$ cat src/rtl/mem_arbiter.sv
// Round-robin arbiter sharing one single-port memory among N_CORES cores.
// One grant per cycle; losing requesters are stalled. Read data returns to
// the granted core as a registered response one cycle after the grant.
module mem_arbiter #(
  parameter  int N_CORES   = 2,
  parameter  int MEM_WIDTH = 32,
  parameter  int MEM_SIZE  = 256,
  localparam int AW        = $clog2(MEM_SIZE),
  localparam int CW        = $clog2(N_CORES)
) (
  input  logic                     clk,
  input  logic                     reset,
  input  logic [N_CORES*AW-1:0]    req_addr,
  input  logic [N_CORES-1:0]       req_read_en,
  input  logic [N_CORES-1:0]       req_write_en,
  input  logic [N_CORES*MEM_WIDTH-1:0] req_write_val,
  output logic [N_CORES-1:0]       stall,
  output logic [N_CORES-1:0]       rsp_valid,
  output logic [MEM_WIDTH-1:0]     rsp_data,
  output logic [AW-1:0]            mem_addr,
  output logic                     mem_read_en,
  output logic                     mem_write_en,
  output logic [MEM_WIDTH-1:0]     mem_write_val,
  input  logic [MEM_WIDTH-1:0]     mem_read_val,
  output logic [CW-1:0]            token
);

  logic [CW-1:0]        r_token;
  logic [N_CORES-1:0]   r_rsp_valid;
  logic [MEM_WIDTH-1:0] r_rsp_data;

  logic [N_CORES-1:0]   w_req;
  logic                 w_found;
  logic                 w_grant_any;
  logic [CW-1:0]        w_grant_idx;
  logic [N_CORES-1:0]   w_grant_onehot;
  logic [CW-1:0]        w_next_token;

  // Index k positions above base, wrapping at N_CORES (sum is always < 2*N_CORES).
  function automatic logic [CW-1:0] wrap_idx(input logic [CW-1:0] base, input int k);
    int sum;
    sum = int'(base) + k;
    if (sum >= N_CORES) sum = sum - N_CORES;
    return CW'(sum);
  endfunction

  // Grant search: first requester at or above the token, wrapping around.
  always_comb begin
    // NOTE: every variable gets a default before any conditional assignment,
    // so no path leaves a value unassigned and no latch is inferred.
    w_req          = req_read_en | req_write_en;
    w_found        = 1'b0;
    w_grant_idx    = '0;
    w_grant_onehot = '0;
    for (int k = 0; k < N_CORES; k++) begin
      if (!w_found && w_req[wrap_idx(r_token, k)]) begin
        w_found     = 1'b1;
        w_grant_idx = wrap_idx(r_token, k);
      end
    end
    // Reset suppresses the grant, so nothing reaches memory while it is held.
    w_grant_any = w_found & reset;
    if (w_grant_any) w_grant_onehot[w_grant_idx] = 1'b1;
    w_next_token = (w_grant_idx == CW'(N_CORES - 1)) ? '0 : w_grant_idx + 1'b1;
  end

  // Memory-port mux and stall generation from the one-hot grant.
  always_comb begin
    mem_addr      = '0;
    mem_read_en   = 1'b0;
    mem_write_en  = 1'b0;
    mem_write_val = '0;
    for (int i = 0; i < N_CORES; i++) begin
      if (w_grant_onehot[i]) begin
        mem_addr      = req_addr[i*AW +: AW];
        mem_write_val = req_write_val[i*MEM_WIDTH +: MEM_WIDTH];
        mem_write_en  = req_write_en[i];
        mem_read_en   = req_read_en[i] & ~req_write_en[i];
      end
    end
    stall = reset ? (w_req & ~w_grant_onehot) : '0;
  end

  // Token rotation and registered read response.
  always_ff @(posedge clk) begin
    // NOTE: state is updated with non-blocking assignments so every register
    // samples pre-edge values regardless of block evaluation order.
    if (!reset) begin
      r_token     <= '0;
      r_rsp_valid <= '0;
      r_rsp_data  <= '0;
    end else begin
      if (w_grant_any) r_token <= w_next_token;
      r_rsp_valid <= mem_read_en ? w_grant_onehot : '0;
      if (mem_read_en) r_rsp_data <= mem_read_val;
    end
  end

  assign token     = r_token;
  assign rsp_valid = r_rsp_valid;
  assign rsp_data  = r_rsp_data;

endmodule
$ cat config.mk
export PLATFORM = sky130hd
export DESIGN_NAME = mem_arbiter
export DESIGN_NICKNAME = d
export VERILOG_FILES = /design/src/rtl/mem_arbiter.sv
export SDC_FILE = /design/constraint.sdc
export NUM_CORES = 1
export LEC_CHECK = 0
export CAP_MARGIN = 25
export CORE_ASPECT_RATIO = 2
export CORE_MARGIN = 3
export CORE_UTILIZATION = 31
export CTS_BUF_LIST = sky130_fd_sc_hd__clkbuf_16
export CTS_CLUSTER_DIAMETER = 40
export DETAILED_ROUTE_END_ITERATION = 8
export GPL_TIMING_DRIVEN = 0
export PLACE_DENSITY = 0.87
export SYNTH_ARGS = -nofsm -noshare
export SYNTH_HDL_FRONTEND = slang
export SYNTH_SLANG_ARGS = --single-unit
$ cat constraint.sdc
create_clock -name clk -period 3.77 [get_ports clk]
set_input_delay 0.5655 -clock clk [delete_from_list [all_inputs] [get_ports clk]]
set_output_delay 0.5655 -clock clk [all_outputs]
set_load 0.1 [all_outputs]
# After elaboration in Yosys (flattened, before gate mapping)
# Cells that the tools add are included.
op_classes:
  n_addsub: 4
  n_lt_le_gt_ge: 6
  n_mux: 23
  n_bitwise: 8
  n_reduce_logical: 4
op_table:
  columns: ["cell", "n"]
  rows:
  - ["$mux 32", 2]
  - ["$mux 1", 16]
  - ["$mux 8", 2]
  - ["$lt 1x2->1 const B", 3]
  - ["$mux 2", 2]
  - ["$and 1x1->1", 3]
  - ["$add 1x1->2 const B", 1]
  - ["$and 2x2->2", 1]
  - ["$ge 1x2->1 const B", 1]
  - ["$ge 2x2->1 const B", 1]
  - ["$logic_and 1x1->1", 2]
  - ["$not 1->1", 2]
  - ["$not 2->2", 1]
  - ["$or 2x2->2", 1]
  - ["$reduce_and 2->1", 1]
  - ["$sub 1x1->1 const B", 2]
  - ["$add 1x1->1 const B", 1]
  - ["$demux 1 s1", 1]
  - ["$ge 1x1->1 const B", 1]
  - ["$logic_not 1->1", 1]
word_totals:
  register_bits: 35
  input_bits: 118
  output_inout_bits: 79
  word_cells: 48

# Depth between registers and ports, before layout
depth:
  depth_word: 16
  depth_mapped: 5
  depth_no_buf: 3

# Least setup slack after synthesis
# Ideal clock, no wire load.
synth_path:
  kind: "reg2out"
  start: "register r_token (netlist: token)"
  end: "output port stall[0]"
  t_arrival_ns: 3.327
  t_required_ns: 3.204
  path_slack_ns: -0.123
  path_stages_with_launch: 2
  path_buffers: 0
  path_cell_list: "dfxtp_1 > nor3b_1"
synth_between:
  elab_chain_cells: 16
  word_cells_on_any_way: 27
synth_rtl:
  columns: ["item", "line", "source"]
  rows:
  - ["start: declaration", "28", "logic [CW-1:0] r_token;"]
  - ["start signal: assignment", "93", "if (w_grant_any) r_token <= w_next_token;"]
  - ["$ge 1x2->1 / $sub 1x1->1 (equally long branches)", "43", "if (sum >= N_CORES) sum = sum - N_CORES;"]
  - ["$mux 1", "43", null]
  - ["$mux 1 (not written as such) (2 in series)", "56", "if (!w_found && w_req[wrap_idx(r_token, k)]) begin"]
  - ["$mux 1", "56", null]
  - ["$logic_not 1->1", "56", null]
  - ["$logic_and 1x1->1", "56", null]
  - ["$mux 1", "56", null]
  - ["$lt 1x2->1 (not written as such) / $ge 1x1->1 (equally long branches)", "63", "if (w_grant_any) w_grant_onehot[w_grant_idx] = 1'b1;"]
  - ["$logic_and 1x1->1 (not written as such)", "63", null]
  - ["$mux 1 (not written as such)", "63", null]
  - ["$demux 1 s1", "63", null]
  - ["$mux 2 *", "63", null]
  - ["$not 2->2 *", "81", "stall = reset ? (w_req & ~w_grant_onehot) : '0;"]
  - ["$and 2x2->2 *", "81", null]
  - ["$mux 2 *", "81", null]
  - ["end: declaration", "17", "output logic [N_CORES-1:0] stall,"]
# Mark *: on every way between the ends. The rest lies on a longest branch, timed or not. The select of a mux whose other input is x is not followed.

# Worst setup path in the final report
layout_path:
  start: "input port req_write_en[1]"
  end: "output port mem_read_en"
layout_between:
  elab_chain_cells: 14
  word_cells_on_any_way: 22
layout_rtl:
  columns: ["item", "line", "source"]
  rows:
  - ["start: declaration", "15", "input logic [N_CORES-1:0] req_write_en,"]
  - ["$or 2x2->2", "51", "w_req = req_read_en | req_write_en;"]
  - ["$mux 1 (not written as such) (2 in series)", "56", null]
  - ["$mux 1", "56", null]
  - ["$logic_not 1->1", "56", null]
  - ["$logic_and 1x1->1", "56", null]
  - ["$mux 1", "56", null]
  - ["$lt 1x2->1 (not written as such) / $ge 1x1->1 (equally long branches)", "63", null]
  - ["$logic_and 1x1->1 (not written as such)", "63", null]
  - ["$mux 1 (not written as such)", "63", null]
  - ["$demux 1 s1", "63", null]
  - ["$mux 2", "63", null]
  - ["$mux 1", "74", "if (w_grant_onehot[i]) begin"]
  - ["$mux 1 *", "74", null]
  - ["end: declaration", "21", "output logic mem_read_en,"]
# Marks and branches as above.

==> impl_results.md <==
* Worst-Skew Late Latency at ~280 ps
* Die boundary width at around 61 µm
* Worst supply voltage drop on vdd at ~0.40 mV
* CP cell instances: clkdlybuf4s50_1 -> and3b_1 -> a211oi_4 -> buf_8 -> nor2_1 -> clkdlybuf4s50_1
* Most common cell after layout, fill and taps aside: sky130_fd_sc_hd__clkdlybuf4s50_1
* Layout Nets at 530
* Maximum root-to-sink buffer count at 2
* Congestion Overflow GR at 0
* Global-route wire length before repair at between 10 and 15 mm
* Largest delay contributor family on the critical path: buffers and inverters
* CTS Root Cell: sky130_fd_sc_hd__clkbuf_16
* Post-Syn Instances at 209
* Core area at roughly 5800 µm²
* Final Max Slew Viols at 0
* Syn. warnings at 0
* Layout cell share with drive strength beyond 1 at a little under an eighth
* Number of maximum-capacitance constraint violations at 0
* Area of the die at around 7000 µm²
* Via count of the first global-routing pass at roughly 2.5k
* Buffering stage count on the worst path with inverters included at 3
* Netlist Area Pre-Place at roughly 1900 µm²
* Hold buffer count at cts at 0
* Pin slew with the least headroom to its limit at between 1000 and 1500 ps
* Hold violation count in the final report at 0
* Clock tree from TritonCTS: done
* Via count at 2418
* Min Clock Period, post-route at 3620 ps
* Post-CTS setup buffers at 0
* Routed length per instance at between 15 and 20 µm
* Crit-path most repeated cell: sky130_fd_sc_hd__clkdlybuf4s50_1
* Count of clock tree sinks at 35
* FF+latch count, synth at 35
* Status: finished, final reports clean
* Cts repair resizes at 40
* Relative slew slack at between 30% and 40%
* Part of the cycle the worst path needs at between 90 and 100%
* Area added between synthesis and finish at 110%
* Weighted congestion reported at the end of routability-driven placement at approximately 0.76
* Power per Cell Area at between 400 and 500 nW/µm²
* Number of DRC violations after detailed routing at 0
* Fill count at 495
* Peak per-stage delay on the critical path at approximately 960 ps
* Total wire length at around 8.4 mm
* Post-synth net total at about 330
* Global-route usage over all layers at between 20% and 30%
* Leading cell types in the layout, fill and taps excluded: sky130_fd_sc_hd__clkdlybuf4s50_1, sky130_fd_sc_hd__nand2_1, sky130_fd_sc_hd__a22o_1
* Setup CP Type: in -> out
* Crit path capture type: primary output
* Critical Path Slowest Stage Cell: sky130_fd_sc_hd__clkdlybuf4s50_1
* Initial antenna violation count at 0
* Top achievable clock speed at between 0.2 and 0.3 GHz
* Worst hold path type: reg -> reg
* Average cell area after synthesis at a little under 9 µm²
* Final total power at approximately 1.7 mW
* Unrepaired setup endpoints after global routing: no
* Required time worst endpoint at 3200 ps
* Clock transition at the register clock pins on the worst setup and hold paths after CTS at about 50 ps
* Max Clock Skew at ~2 ps
* ANT cells at 0
* Antenna Nets Post-Route at 0
* Drt first pass iters at 4
* Unique cell type count in the Yosys netlist at 20
* # port buffers at between 150 and 200
* Number of cells in the finished layout apart from fillers at approximately 470
* Register area share after synthesis at 37.6%
* Leak Pwr at about 1.8 nW
* Effective utilization at floorplan at 32.4%
* Cts bufs inserted at 5
* Number of design-rule violations left by the first detailed-router iteration at 48
* Detailed placer's ending HPWL at 6.93 mm
* Maximum number of pins on one net before global-route repair at 12
* Number of cells after detailed placement at 466
* Maximum fanout count along the critical path at 10
* CTS H-tree lvls at 2
* Data arrival time of the worst path at between 3000 and 4000 ps
* Num rows at 39
* Die span in y at between 100 and 150 µm
* Count of boundary I/O pins at ~200
* Startpoint Class: input pin
* Number of setup violations in the final report at 0
* Routed vias/inst at slightly above 5
registers in the layout, summed over array words and instances (netlist names):
signal	flops
token	1
rsp_data	32
rsp_valid	2
Yosys cell counts:
| cell | n | area share, % |
|---|---|---|
| sky130_fd_sc_hd__clkbuf_1 | 10 | 2.0 |
| sky130_fd_sc_hd__mux2i_1 | 32 | 17 |
| sky130_fd_sc_hd__buf_2 | 6 | 1.6 |
| sky130_fd_sc_hd__a21boi_1 | 1 | 0.40 |
| sky130_fd_sc_hd__nor3_2 | 1 | 0.54 |
| sky130_fd_sc_hd__o21a_1 | 1 | 0.40 |
| sky130_fd_sc_hd__and3b_2 | 1 | 0.54 |
| sky130_fd_sc_hd__dfxtp_1 | 35 | 38 |
| sky130_fd_sc_hd__o21ba_2 | 1 | 0.54 |
| sky130_fd_sc_hd__a211oi_4 | 1 | 1.1 |
| sky130_fd_sc_hd__nor2_1 | 2 | 0.40 |
| sky130_fd_sc_hd__and3b_1 | 1 | 0.47 |
| sky130_fd_sc_hd__o21ai_0 | 1 | 0.27 |
| sky130_fd_sc_hd__and3_1 | 1 | 0.34 |
| sky130_fd_sc_hd__nor3_1 | 3 | 0.81 |
| sky130_fd_sc_hd__inv_1 | 2 | 0.40 |
| sky130_fd_sc_hd__buf_8 | 3 | 2.4 |
| sky130_fd_sc_hd__nand2_1 | 64 | 13 |
| sky130_fd_sc_hd__a22o_1 | 41 | 19 |
| sky130_fd_sc_hd__nor3b_1 | 2 | 0.81 |
kinds of logic (layout without fill, tap and decap cells):
kind of cell	after synthesis	count (layout)	share of synthesized area (%)
and+or+nand+nor	75	75	16.8
buffers and inverters	21	225	6.45
DFF	35	35	37.6
AOI/OAI and AO/OA	46	46	22.0
muxes	32	32	17.2
worst paths after layout:
kind	slack (ps)	depth (start not counted)	endpoint	from
worst min register to register	460	2	rsp_data[29]	rsp_data[29]
worst max register to register	2150	4	rsp_data[30]	token
worst min-delay path	460	2	rsp_data[29]	rsp_data[29]
worst max-delay path	150	6	mem_read_en	req_write_en[1]
where the power goes:
| group | switching (mW) | internal, mW |
|---|---|---|
| clock | 0.153 | 0.241 |
| sequential | 0.0152 | 0.399 |
| combinational | 0.640 | 0.257 |
| total | 0.809 | 0.896 |
through the flow:
stage | instance area, µm² | setup slack (ps) | setup TNS [ps] | utilization (%) | hold slack [ps]
floorplan | 1870 | 302 | 0 | - | 704
global placement | 3910 | -232 | -5360 | 67.8 | 444
detailed placement | 3910 | -264 | -6690 | 67.8 | 453
CTS | 4000 | 14.6 | 0 | 69.4 | 460
global route | 3910 | 2.06 | 0 | 67.9 | 481
finish | 3910 | 150 | 0 | 67.9 | 459
tightest hold or removal path: cells and delay by family, from the launching register on:
| family | cells | cell delay, ps |
|---|---|---|
| mux | 1 | 50 |
| simple gates | 1 | 50 |
| flops | 1 | 300 |
final cells by class:
class	count	area, µm²	area share [%]
Inverter	2	7.51	0.192
Clock inverter	3	16.3	0.416
Tap cell	61	76.3	1.95
Buffer	19	113	2.88
Multi-Input combinational cell	153	1050	26.8
Clock buffer	5	125	3.20
Sequential cell	35	701	17.9
Timing Repair Buffer	196	1820	46.6
layer usage:
metal / up-vias / wire length [µm] / part of all wire, % / global-route usage [%]
met5: - / 0 / 0 / 0
met4: 0 / 356 / 4.3 / 12.2
met3: 27 / 1080 / 13 / 10.7
met2: 159 / 4360 / 52 / 44.6
met1: 1085 / 2570 / 31 / 18.8
li1: 1147 / - / - / -
Note: power is estimated with default switching activity, not from simulation.
==> patch 1, RTL diff (same flow settings) <==
The parameter `MEM_WIDTH` goes from 32 to 36.
--- a/src/rtl/mem_arbiter.sv
+++ b/src/rtl/mem_arbiter.sv
@@ -5,3 +5,3 @@
   parameter  int N_CORES   = 2,
-  parameter  int MEM_WIDTH = 32,
+  parameter  int MEM_WIDTH = 36,
   parameter  int MEM_SIZE  = 256,
Interface: changed (resized mem_read_val, mem_write_val, req_write_val and rsp_data); port bits go from 197 to 217. No check against the original RTL was run, so the function may have changed too.
==> patch 1 against the original RTL <==
Wire length grew 17%. Final area grew 16%. Largest cell class unchanged. Synthesized cell count grew 11%. First-iteration DRC count grew 23%. Worst setup slack lost 0.041 ns. Sequential cell count grew 4. Critical endpoint is now mem_write_val[0]. Area after synthesis grew 15%. Power grew 10%. Largest power group unchanged. Die area grew 14%. Critical path type unchanged.
==> patch 1: results (changes against the original RTL) <==
| Metric | Value |
|---|---|
| Outcome | `finished clean` |
| Gate power share | `54.1% (+1.5 points)` |
| Pin count of the biggest net entering global routing | `13 (+1)` |
| Post-Syn Nets | `361 (+10%)` |
| M3 GR Usage | `10.0% (-0.70 points)` |
| H-tree levels | `2 (unchanged)` |
| Met1 Use GR | `22.7% (+3.9 points)` |
| Final Power | `1.88 mW (+10%)` |
| Layout cells sized above 1 | `5.71% (-5.7 points)` |
| Sequential share of cell area | `17.3% (-0.66 points)` |
| Synth Area in Compound Gates | `20.4% (-1.5 points)` |
| Seq/Total Area, Yosys | `36.4% (-1.2 points)` |
| Final-layout non-clock buffer area share | `51.5% (+2.0 points)` |
| Setup Skew | `0.00423 ns (+0.00217 ns)` |
| Aggregate global-route resource usage | `23.8% (+0.17 points)` |
| Global-route wire length before repair | `14.5 mm (+18%)` |
| Synth cell count leaders | `nand2_1, a22o_1, dfxtp_1, mux2i_1, buf_6` |
| Placed cell areas | `4420 µm² (+13%)` |
| Hold slack | `0.460 ns (+0.000631 ns)` |
| Internal power | `0.990 mW (+11%)` |
| PortBufs | `216 (+10%)` |
| Met2 Routed Length | `5.02 mm (+15%)` |
| Plain + repair buffers | `237 (+10%)` |
| Number of flip-flops under the largest register name | `36 (+13%)` |
| Relative slew margins | `31.2% (-0.41 points)` |
| # fillers | `580 (+17%)` |
| Routed wl met3 | `1.14 mm (+5.7%)` |
| Dpl cells | `535 (+15%)` |
| Area occupied by multi-input gates | `1150 µm² (+10%)` |
| Yosys cell types | `23 (+15%)` |
| Leakage power | `2.10 nW (+18%)` |
| Fin area | `4520 µm² (+16%)` |
| Multi-input logic cell count | `169 (+10%)` |
| Vias per cell | `4.89 (-4.2%)` |
| Arrival time worst endpoint | `3.10 ns (+0.05 ns)` |
| Initial drt markers | `59 (+23%)` |
| Vias in the first global route | `2763 (+10%)` |
| Mux contribution to synthesized area | `16.8% (-0.37 points)` |
| Final nets | `584 (+10%)` |
| Clk slew on worst S/H paths | `0.06 ns` |
| FF+latch count | `39 (+11%)` |
| Synth area leaders | `dfxtp_1, a22o_1, mux2i_1, nand2_1, buf_6` |
| Routed len/inst | `18.0 µm (+1.7%)` |
| Post-DP HPWL | `8.23 mm (+19%)` |
| Routed WL | `9.75 mm (+17%)` |
| Max IR drop VDD | `441 µV (+9.9%)` |
| Routability Congestion | `0.913 (+20%)` |
| Syn Area/Cell | `9.27 µm² (+4.0%)` |
| Clock-cell share | `3.10% (-0.52 points)` |
| Grt met2 use | `43.7% (-0.92 points)` |
| Wl on met1 | `3.27 mm (+28%)` |
| Clock group | `0.400 mW (+2%)` |
| Rows | `42 (+7.7%)` |
## patch 1: cell types whose count changed after synthesis, sizes merged
cell,unedited run,this run
a22o,41,45
buf,9,14
clkbuf,10,7
dfxtp,35,39
mux2i,32,36
nand2,64,72
## patch 1: repair_timing
item,4_1_cts,5_1_grt
setup endpoints to repair,40,4
resized for setup,40,4
buffers inserted,0,0
## patch 1: through the flow
stage                     setup slack (ns)  setup TNS [ns]
after global placement             -0.0852           -1.16
final                                0.109               0
after detailed placement           -0.0946           -2.04
after CTS                           0.0165               0
after floorplan                      0.299               0
after global routing               0.00911               0
## patch 1: final timing paths
kind | end | cells past startpoint | start
hold reg to reg | rsp_data[3] | 2 | rsp_data[3]
setup / recovery | mem_write_val[0] | 6 | reset
setup reg to reg | rsp_data[19] | 5 | token
hold / removal | rsp_data[3] | 2 | rsp_data[3]
## patch 1: worst max-delay path: stages
cell	delay, ns
clkdlybuf4s50_1	0.48
buf_4	0.18
inv_2	0.07
nor3_4	0.47
a22o_1	0.20
clkdlybuf4s50_1	1.13
==> patch 2, RTL diff (same flow settings) <==
Without the edit above. Reset style: asynchronous (`reset`), changed in one clocked block.
--- a/src/rtl/mem_arbiter.sv
+++ b/src/rtl/mem_arbiter.sv
@@ -84,3 +84,3 @@
   // Token rotation and registered read response.
-  always_ff @(posedge clk) begin
+  always_ff @(posedge clk or negedge reset) begin
     // NOTE: state is updated with non-blocking assignments so every register
Behaviour: differs if reset is asserted again (counterexample within 4 cycles, from zero or initial values and one cycle with reset low); with reset held inactive, the same outputs for 10 cycles.
==> patch 2 against the original RTL <==
Sequential power increased by 26%. Sequential cell count unchanged. Wire length decreased by 10%. Area after synthesis decreased by 3.8%. Power increased by 60%. Critical path depth unchanged. First-iteration DRC count increased by 8.3%. Worst setup slack got worse by 0.0025 ns. Final area increased by 0.61%. Via count decreased by 15%. Non-clock buffer count decreased by 6.
==> patch 2: results (changes against the original RTL) <==
| Metric | Value |
|---|---|
| Routed len/inst | `18.6 µm (+5.2%)` |
| Routability Congestion | `0.814 (+6.9%)` |
| Multi-input logic cell count | `92 (-40%)` |
| Max IR drop VDD | `585 µV (+46%)` |
| Max stage delay on crit path | `1.15 ns (+0.19 ns)` |
| Post-DP HPWL | `6.35 mm (-8.4%)` |
| Synth Area in Compound Gates | `22.8% (+0.80 points)` |
| Plain + repair buffers | `209 (-2.8%)` |
| Leakage power | `1.66 nW (-6.6%)` |
| Final-layout non-clock buffer area share | `50.0% (+0.53 points)` |
| Setup Skew | `0.00566 ns (+0.00360 ns)` |
| Aggregate global-route resource usage | `22.1% (-1.4 points)` |
| FF+latch count | `35 (unchanged)` |
| Synth area leaders | `dfrtp_1, a22o_1, mux2_1, buf_6, mux2_2` |
| Wl on met1 | `2.62 mm (+2.1%)` |
| Final Power | `2.72 mW (+60%)` |
| Arrival time worst endpoint | `3.06 ns (about the same)` |
| Outcome | `finished clean` |
| CP Launch Point | `req_write_en[0]` |
| R2r setup slk | `2.08 ns (-0.07 ns)` |
| Sequential Area | `876 µm² (+25%)` |
| Clock-cell share | `4.30% (+0.68 points)` |
| Worst setup margin | `0.148 ns (-0.00248 ns)` |
| Reg2reg start | `token` |
| DR vias | `2062 (-15%)` |
| Placed cell areas | `3830 µm² (-2.0%)` |
| Reg2Reg Depth | `5 (+1)` |
| Most used flip-flop cell after synthesis | `dfrtp_1` |
| Post-Syn Nets | `258 (-21%)` |
| Fraction of registers with async set or reset after synthesis | `100% (+100 points)` |
| Ys Warns | `0 (unchanged)` |
| Mux contribution to synthesized area | `20.1% (+2.9 points)` |
| Routed wl met3 | `707 µm (-34%)` |
| Sequential share of cell area | `22.3% (+4.3 points)` |
| Grt met2 use | `38.8% (-5.8 points)` |
| Met2 Routed Length | `4.00 mm (-8.4%)` |
| Multi-input combinational area share | `21.5% (-5.3 points)` |
| Relative slew margins | `30.9% (-0.68 points)` |
| Internal power | `1.21 mW (+35%)` |
| # fillers | `425 (-14%)` |
| Worst-skew pair later-pin latency | `0.27 ns` |
| Seq/Total Area, Yosys | `48.9% (+11 points)` |
| Final nets | `461 (-13%)` |
| Met1 Use GR | `24.8% (+6.0 points)` |
| Vias in the first global route | `2216 (-12%)` |
| Initial drt markers | `52 (+8.3%)` |
| Yosys cell types | `21 (+5.0%)` |
| M3 GR Usage | `4.76% (-5.9 points)` |
[patch 2: cell count changes after synthesis, moves of 4 or more]
cell and change:
clkbuf_1 -4, dfrtp_1 +35, dfxtp_1 -35, mux2_1 +29, mux2i_1 -32, nand2_1 -63
[patch 2: stage by stage]
| stage | hold slack (ns) | util, % | setup TNS (ns) | instances |
|---|---|---|---|---|
| after global routing | 0.284 | 71.3 | 0 | 404 |
| after detailed placement | 0.474 | 69.4 | -19.42 | 396 |
| after floorplan | 0.270 | - | 0 | 140 |
| final | 0.243 | 71.3 | 0 | 404 |
| after global placement | 0.468 | 69.5 | -66.51 | 396 |
| after CTS | 0.259 | 72.1 | 0 | 404 |
[patch 2: repair_timing]
action / CTS / global route
endpoints found under the hold margin: 0 / 0
setup endpoints to repair: 42 / 27
gates resized for setup: 64 / 42
buffers inserted: 0 / 0
hold buffers: 0 / 0
cloned: 0 / 0
